--- src/rtl/audio_pkg.sv ---
`default_nettype none
// ============================================================================
//  Module      : audio_pkg
//  Description : Shared PCM audio widths, sample type and mute value.
//  Revision    : 1.0 - initial release
// ============================================================================
package audio_pkg;

    localparam int DEF_W      = 16;
    localparam int DEF_ADDR_W = 4;
    localparam int DEF_DIV_W  = 16;

    typedef logic signed [DEF_W-1:0] pcm_t;

    localparam pcm_t MUTE_SAMPLE = '0;

endpackage : audio_pkg
`default_nettype wire

--- src/rtl/pcm_fifo.sv ---
`default_nettype none
// ============================================================================
//  Module      : pcm_fifo
//  Description : Power-of-two sample FIFO with occupancy counter and
//                combinational head read.
//  Revision    : 1.0 - initial release
// ============================================================================
module pcm_fifo
    import audio_pkg::*;
#(
    parameter int W      = DEF_W,
    parameter int ADDR_W = DEF_ADDR_W
) (
    input  logic              clk,
    input  logic              reset,
    input  logic              wr,
    input  logic              rd,
    input  logic [W-1:0]      w_data,
    output logic [W-1:0]      r_data,
    output logic              empty,
    output logic              full,
    output logic [ADDR_W:0]   level
);

    localparam int              c_DEPTH     = 1 << ADDR_W;
    localparam logic [ADDR_W:0] c_DEPTH_LVL = (ADDR_W+1)'(c_DEPTH);

    logic [W-1:0]      r_mem [c_DEPTH];
    logic [ADDR_W-1:0] r_wptr;
    logic [ADDR_W-1:0] r_rptr;
    logic [ADDR_W:0]   r_level;

    logic w_push;
    logic w_pop;
    logic w_empty;
    logic w_full;

    assign w_empty = (r_level == '0);
    assign w_full  = (r_level == c_DEPTH_LVL);

    // Guard locally as well so the FIFO can never over/underflow on its own.
    assign w_push  = wr && !w_full;
    assign w_pop   = rd && !w_empty;

    always_ff @(posedge clk) begin
        if (w_push) begin
            r_mem[r_wptr] <= w_data;
        end
    end

    always_ff @(posedge clk or posedge reset) begin
        if (reset) begin
            r_wptr  <= '0;
            r_rptr  <= '0;
            r_level <= '0;
        end else begin
            if (w_push) begin
                r_wptr <= r_wptr + ADDR_W'(1);
            end
            if (w_pop) begin
                r_rptr <= r_rptr + ADDR_W'(1);
            end
            case ({w_push, w_pop})
                2'b10:   r_level <= r_level + (ADDR_W+1)'(1);
                2'b01:   r_level <= r_level - (ADDR_W+1)'(1);
                default: r_level <= r_level;
            endcase
        end
    end

    assign r_data = r_mem[r_rptr];
    assign empty  = w_empty;
    assign full   = w_full;
    assign level  = r_level;

endmodule : pcm_fifo
`default_nettype wire

--- src/rtl/pcm_sample_feeder.sv ---
`default_nettype none
// ============================================================================
//  Module      : pcm_sample_feeder
//  Description : Buffers PCM samples and presents one per programmable
//                sample period to the delta-sigma DAC; mutes on underrun.
//  Revision    : 1.0 - initial release
// ============================================================================
module pcm_sample_feeder
    import audio_pkg::*;
#(
    parameter int W      = DEF_W,
    parameter int ADDR_W = DEF_ADDR_W,
    parameter int DIV_W  = DEF_DIV_W
) (
    input  logic              clk,
    input  logic              reset,
    input  logic [W-1:0]      wr_data,
    input  logic              wr_valid,
    output logic              wr_ready,
    input  logic [DIV_W-1:0]  div,
    input  logic              en,
    input  logic              clr_underrun,
    output logic [W-1:0]      pcm_out,
    output logic              sample_tick,
    output logic              underrun,
    output logic [ADDR_W:0]   level,
    output logic              empty,
    output logic              full
);

    localparam logic [W-1:0] c_MUTE = W'(MUTE_SAMPLE);

    logic [DIV_W-1:0] r_cnt;
    logic [W-1:0]     r_pcm;
    logic             r_tick;
    logic             r_underrun;

    logic             w_tick;
    logic             w_push;
    logic             w_pop;
    logic [W-1:0]     w_head;
    logic             w_empty;
    logic             w_full;

    // The >= compare makes a mid-count lowering of div fire immediately.
    assign w_tick = en && (r_cnt >= div);
    assign w_push = wr_valid && !w_full;
    assign w_pop  = w_tick && !w_empty;

    pcm_fifo #(
        .W      (W),
        .ADDR_W (ADDR_W)
    ) u_fifo (
        .clk    (clk),
        .reset  (reset),
        .wr     (w_push),
        .rd     (w_pop),
        .w_data (wr_data),
        .r_data (w_head),
        .empty  (w_empty),
        .full   (w_full),
        .level  (level)
    );

    always_ff @(posedge clk or posedge reset) begin
        if (reset) begin
            r_cnt      <= '0;
            r_pcm      <= c_MUTE;
            r_tick     <= 1'b0;
            r_underrun <= 1'b0;
        end else begin
            r_tick <= w_tick;

            if (!en || w_tick) begin
                r_cnt <= '0;
            end else begin
                r_cnt <= r_cnt + DIV_W'(1);
            end

            if (w_tick) begin
                r_pcm <= w_empty ? c_MUTE : w_head;
            end

            // A new underrun wins over a clear arriving in the same cycle.
            if (w_tick && w_empty) begin
                r_underrun <= 1'b1;
            end else if (clr_underrun) begin
                r_underrun <= 1'b0;
            end
        end
    end

    assign wr_ready    = !w_full;
    assign empty       = w_empty;
    assign full        = w_full;
    assign pcm_out     = r_pcm;
    assign sample_tick = r_tick;
    assign underrun    = r_underrun;

endmodule : pcm_sample_feeder
`default_nettype wire

--- config.mk ---
export PLATFORM = sky130hd
export DESIGN_NAME = pcm_sample_feeder
export DESIGN_NICKNAME = d
export VERILOG_FILES = /design/src/rtl/audio_pkg.sv /design/src/rtl/pcm_fifo.sv /design/src/rtl/pcm_sample_feeder.sv
export SDC_FILE = /design/constraint.sdc
export NUM_CORES = 1
export LEC_CHECK = 0
export BUFFER_PORTS_ARGS = -buffer_cell sky130_fd_sc_hd__buf_2
export CAP_MARGIN = 20
export CORE_MARGIN = 4
export CORE_UTILIZATION = 45
export DETAILED_ROUTE_END_ITERATION = 10
export HOLD_SLACK_MARGIN = 0.1
export SLEW_MARGIN = 10
export SYNTH_ARGS = -nofsm -noshare
export SYNTH_HDL_FRONTEND = slang
export SYNTH_SLANG_ARGS = --single-unit
--- constraint.sdc ---
create_clock -name clk -period 3.25 [get_ports clk]
set_clock_uncertainty 0.15 [all_clocks]
set_input_delay 0.1625 -clock clk [delete_from_list [all_inputs] [get_ports clk]]
set_output_delay 0.1625 -clock clk [all_outputs]
set_load 0.01 [all_outputs]
==> out/metrics.cfg, run 1 <==
[finish]
final_layout_size_suffix_gt1_frac=0.343
area_growth_syn_to_layout_pct=21.9
fin_cells=1188
nets=886

[timing]
worst_slack_ps=-64.1
worst_slew_pin_slew_ps=836
period_share=1.02
timing.fmax_mhz=302
max_slew_margin=0.442
drv_slew=0
rsz0062_at_grt=yes
hold_slack_ps=191
period_needed_ps=3310
finalHoldViolCount=0
setup_viol=2
setup_tns_ps=-70.2

[drt]
avgRoutedWirePerCell_um=22.6
drc=0
vias_per_cell=5.64
num_vias=6702
wl_mm=26.8
dr.pass1.iters=5
drtIter0Drc=509
drtAntennaViolNets=0

[power_and_ir_drop]
power_density_nw_per_um2=653
vdd_drop_max_mv=0.372
p_total_w=0.00980
p_leak_nw=5.46

[clock_tree]
cts.htree.levels=1
cts_num_sinks=303
cts_tree=built
cts_made_buffers=30
path_clk_slew_ps=60
insertion_delay_ps=540
clockBufferDepth=3
cts_root_buffer=clkbuf_16

[place]
place.gp.congestion=0.869
io_buffers=62
placedCellCount=1101
dpl_worst_slack_ps=-105
dpl.hpwl_mm=17.4

[logic_synthesis]
syn_inst=670
yosys_warnings=0
yosysUniqueCellTypes=42
post-synth-top-area-fraction=0.624
yosysTopAreaCell=edfxtp_1
synth_area_um2=12300
synth_nets=734
synth_area_leaders=edfxtp_1 62%, mux4_2 12%, dfrtp_1 9.5%, ha_1 2.6%, o41ai_2 1.7%
synth_area_per_cell_um2=18.4
yosysSeqAreaShare=0.720
ys_ff_latch=303

[global_route]
grt_first_pass_wirelength_mm=41.7
first_global_vias=7008
overflow=0
antenna_found_initial=2
grt_max_degree=43
grt_use_total=0.178

[worst_setup_path]
required_ps=3520
crit_type=register to register
cp-end-kind=register
cp_max_fo=4
cp.arrival_ps=3580
critPathLaunchType=register

[run_status]
violations=negative setup slack
outcome=finished with violations

[floorplan]
fp.coreArea_um2=27000
initial_core_util=0.457
dieArea_um2=30100
ioPinCount=63
die_h_um=173
die_width_um=173
fp-row-count=60

[job]
cap_violations=0

[hold_path]
min_path_type=primary input to asynchronous set/reset pin

==> final cells by class <==
type,count,area [um2]
clock buffer,43,891
fill,2041,11900
timing repair buffer,153,1110
clock inverter,13,236
sequential,303,8870
tap,341,427
multi-input combinational,310,3380
inverter,24,90.1
antenna,1,2.50
==> cells in the mapped netlist (all sizes together) <==
cell	count
edfxtp	256
mux4	64
dfrtp	47
nand2	37
nor2	33
ha	26
inv	24
buf	17
clkbuf	16
o22ai	16
o41ai	16
xor2	16
nor2b	13
a211oi	12
o21ai	10
a21oi	9
xnor2	9
nand3	8
nand2b	7
and3	5
nor3	5
nand4	4
or3	4
a21o	2
mux2	2
nor4	2
a2111oi	1
a22o	1
a31o	1
and2	1
and4	1
fa	1
nor3b	1
o21a	1
or3b	1
or4b	1
==> layer usage <==
layer,GRT usage,vias up,part of all wire
met1,0.241,3508,0.41
li1,-,2957,-
met3,0.0292,37,0.059
met2,0.306,198,0.51
met4,0.0412,2,0.017
met5,0,-,0.00048
==> critical path, cell delays in order (launching register included) <==
cell     delay, ps
dfrtp_1        410
ha_4           300
nand2_4         60
nor4_4         280
or4b_4         500
a31o_4         250
nor2_4         120
ha_4           160
buf_6          110
ha_4           200
a21o_1         160
a21oi_2        130
xor2_1         150
nor2_1          70
xor2_1         140
==> final timing paths <==
path	slack [ps]	startpoint	depth (start not counted)	endpoint
worst max-delay path	-60	r_cnt[11]	14	u_fifo.level[4]
worst min-delay path	190	reset	3	u_fifo.level[0]
worst max register to register	-60	r_cnt[11]	14	u_fifo.level[4]
worst min register to register	340	pcm_out[11]	2	pcm_out[11]
max in group asynchronous	2020	reset	4	r_cnt[0]
min in group clk	290	en	3	r_cnt[1]
==> registers in the layout, indices dropped and copies added, names as in the netlist <==
signal and count:
pcm_out 16, r_cnt 16, sample_tick 1, u_fifo.level 5, u_fifo.r_mem 256, u_fifo.r_rptr 4, u_fifo.r_wptr 4, underrun 1
==> placed cells by master (no fill, tap or decap), drive strengths merged, types with 8 or more instances in the layout <==
cell           n
a21oi          9
buf          133
dfrtp         47
ha            26
xor2          16
mux4          64
edfxtp       256
xnor2          9
o41ai         16
dlygate4sd3   20
o21ai         10
inv           24
o22ai         16
nand3          8
clkbuf        43
nor2b         13
nand2         37
nor2          33
a211oi        12
==> power breakdown <==
part / internal (W) / switching [W]
sequential: 0.00461 / 0.000178
combinational: 0.000489 / 0.000680
clock: 0.00245 / 0.00139
total: 0.00755 / 0.00225
==> logic make-up after synthesis <==
| kind of cell | share of synthesized area |
|---|---|
| buffers and inverters | 0.0203 |
| xor gates and xnor gates | 0.0178 |
| adders and majority gates | 0.0280 |
| muxes | 0.119 |
| AOI/OAI and AO/OA | 0.0464 |
| and+or+nand+nor | 0.0489 |
| DFF | 0.720 |
==> timing repair <==
item                                   CTS  global route
setup buffers                            5             5
gates resized for setup                  8            10
pin swaps                                8             6
hold buffers                            20             0
cloned                                   0             0
setup endpoints to repair                2             2
endpoints found under the hold margin  311             0
==> per-stage QoR <==
stage | instance area, um2 | utilization
2_1_floorplan | 12300 | -
3_3_place_gp | 13500 | 0.500
3_5_place_dp | 13500 | 0.500
4_1_cts | 14900 | 0.553
5_1_grt | 15000 | 0.557
6_report | 15000 | 0.557
(Power assumes the default switching activity.)
==> run 2, diff against run 1 <==
- CORE_ASPECT_RATIO: not set -> 2
==> run 2 against run 1 <==
The flow still finishes with violations (negative setup slack). Core utilization shrank 1.4 points. Non-clock buffer count shrank 12. Sequential power hardly changed. Setup slack improved by 22 ps. Sequential share of layout area is 1.4 points higher. Clock-buffer cell count fell by 6. Largest cell class unchanged. Highest routed layer is now met4.
==> out/metrics.cfg, run 2 (synthesis results as in run 1) <==
[run_status]
outcome=finished with violations  ; unchanged
violations=negative setup slack  ; unchanged

[finish]
nets=871  ; was 886
final_layout_size_suffix_gt1_frac=0.334  ; was 0.343
largest_register_ffs=256  ; unchanged
fin_cells=1175  ; was 1188
postLayoutCellArea_um2=14700  ; was 15000 um2
final_common_cell=edfxtp_1  ; unchanged
utilization=0.543  ; was 0.557
area_growth_syn_to_layout_pct=19.0  ; was 21.9%
final_cell_mix=256 x edfxtp_1, 64 x mux4_2, 62 x buf_2, 57 x buf_4, 45 x dfrtp_1  ; was 256 x edfxtp_1, 65 x buf_4, 64 x mux4_2, 62 x buf_2, 45 x dfrtp_1
regMostFlops=u_fifo.r_mem  ; unchanged
antenna-diode-count=0  ; was 1

[drt]
dr.pass1.iters=5  ; unchanged
wl_mm=27.5  ; was 26.8 mm
drtIter0Drc=415  ; was 509
drtAntennaViolNets=0  ; unchanged
vias_per_cell=5.50  ; was 5.64
num_vias=6467  ; was 6702
avgRoutedWirePerCell_um=23.4  ; was 22.6 um
drc=0  ; unchanged

[global_route]
grt_use_total=0.184  ; was 0.178
grt_max_degree=36  ; was 43
overflow=0  ; unchanged
first_global_vias=7064  ; was 7008
antenna_found_initial=0  ; was 2
grt_first_pass_wirelength_mm=42.4  ; was 41.7 mm

[place]
dpl_cell_area_um2=13400  ; was 13500 um2
dpl.hpwl_mm=17.7  ; was 17.4 mm
placedCellCount=1102  ; was 1101
place.gp.congestion=0.802  ; was 0.869
io_buffers=62  ; unchanged

[timing]
drv_slew=0  ; unchanged
max_slew_margin=0.457  ; was 0.442
rsz0062_at_grt=yes  ; unchanged
setup_viol=2  ; unchanged
period_needed_ps=3290  ; was 3310 ps
timing.fmax_mhz=304  ; was 302 MHz
period_share=1.01  ; was 1.02
worst_slack_ps=-42.0  ; was -64.1 ps
finalHoldViolCount=0  ; unchanged
worst_slew_pin_slew_ps=811  ; was 836 ps

[clock_tree]
insertion_delay_ps=540  ; about the same
cts_tree=built  ; unchanged
cts_root_buffer=clkbuf_16  ; unchanged
cts.htree.levels=1  ; unchanged
path_clk_slew_ps=70  ; was 60 ps
clockBufferDepth=3  ; unchanged
cts_num_sinks=303  ; unchanged
cts_made_buffers=27  ; was 30

[worst_setup_path]
cp_max_fo=4  ; unchanged
rr_endpoint=u_fifo.level[4]  ; unchanged
crit_type=register to register  ; unchanged
cpPeakStageDelay_ps=500  ; about the same
cp.arrival_ps=3560  ; was 3580 ps
worst_path_max_delay_cell=or4b_4  ; unchanged
critPathLaunchType=register  ; unchanged
cp_common_cell=ha_4  ; unchanged
r2r-start=r_cnt[11]  ; unchanged
rrSetupSlack_ps=-40  ; was -60 ps
cp-end-kind=register  ; unchanged
reg2reg_depth=13  ; was 14
required_ps=3520  ; about the same
crit_chain=ha_4 -> nand2_4 -> nor4_4 -> or4b_4 -> a31o_4 -> nor2_4 -> ha_4 -> ha_4 -> a21o_1 -> a21oi_2 -> xor2_1 -> nor2_1 -> xor2_1  ; was ha_4 -> nand2_4 -> nor4_4 -> or4b_4 -> a31o_4 -> nor2_4 -> ha_4 -> buf_6 -> ha_4 -> a21o_1 -> a21oi_2 -> xor2_1 -> nor2_1 -> xor2_1

[floorplan]
die_h_um=242  ; was 173 um
fp-row-count=85  ; was 60
initial_core_util=0.456  ; was 0.457
ioPinCount=63  ; unchanged
die_width_um=125  ; was 173 um
fp.coreArea_um2=27000  ; about the same
dieArea_um2=30200  ; was 30100 um2

[job]
cap_violations=0  ; unchanged

[power_and_ir_drop]
p_leak_nw=5.27  ; was 5.46 nW
vdd_drop_max_mv=0.483  ; was 0.372 mV
power_density_nw_per_um2=627  ; was 653 nW/um2

[hold_path]
min_path_type=primary input to asynchronous set/reset pin  ; unchanged

## run 2: metal layers
metal	up-vias	routed length [um]	GRT usage
li1	2914	-	-
met4	0	777	0.0619
met2	167	15500	0.343
met3	41	1030	0.0212
met1	3345	10200	0.220
met5	-	0	0
## run 2: where the power goes
group	total, W	switching (W)	leakage (nW)	internal [W]
Combinational	0.00117	0.000691	1.89	0.000476
Clock	0.00324	0.00134	0.433	0.00190
Sequential	0.00479	0.000181	2.94	0.00461
Total	0.00920	0.00221	5.27	0.00699
## run 2: final cells by class
cell class,count,area [um2]
Timing Repair Buffer,141,970
Inverter,24,90.1
Fill cell,2175,12400
Multi-Input combinational cell,310,3390
Sequential cell,303,8870
Clock inverter,12,168
Tap cell,348,435
Clock buffer,37,733
## run 2: worst max path at each step
stage	start	end	slack (ps)	cells past startpoint
after detailed placement	r_cnt[13]	u_fifo.level[3]	-170	13
after CTS	r_cnt[13]	u_fifo.level[4]	-40	13
after floorplan	r_cnt[9]	u_fifo.level[4]	7	14
final	r_cnt[11]	u_fifo.level[4]	-40	13
after global routing	r_cnt[0]	u_fifo.level[4]	-210	15
after global placement	r_cnt[0]	u_fifo.level[4]	-20	15
## run 2: repair_timing
| item | in CTS | in global routing |
|---|---|---|
| setup buffers | 3 | 1 |
| cloned | 0 | 0 |
| pin swaps | 11 | 9 |
| gates resized for setup | 11 | 6 |
| setup endpoints to repair | 2 | 2 |
| hold buffers | 20 | 0 |
| endpoints found under the hold margin | 295 | 0 |
## run 2: worst max-delay path, delay by kind of cell, from the launching register on
kind            cells  cell delay, ps
simple gates        5            1030
fa+ha+maj           3             680
compound gates      3             570
flops               1             420
xor+xnor            2             320
## run 2: through the flow
| stage | TNS, ps | setup WS (ps) | hold slack (ps) | power, W |
|---|---|---|---|---|
| final | -48.5 | -42.0 | 152 | 0.00920 |
| after global routing | -337 | -214 | 248 | 0.00958 |
| after global placement | -33.4 | -22.1 | 192 | 0.00596 |
| after detailed placement | -247 | -169 | 207 | 0.00603 |
| after floorplan | 0 | 6.51 | 111 | 0.00547 |
| after CTS | -44.6 | -37.3 | 171 | 0.00932 |
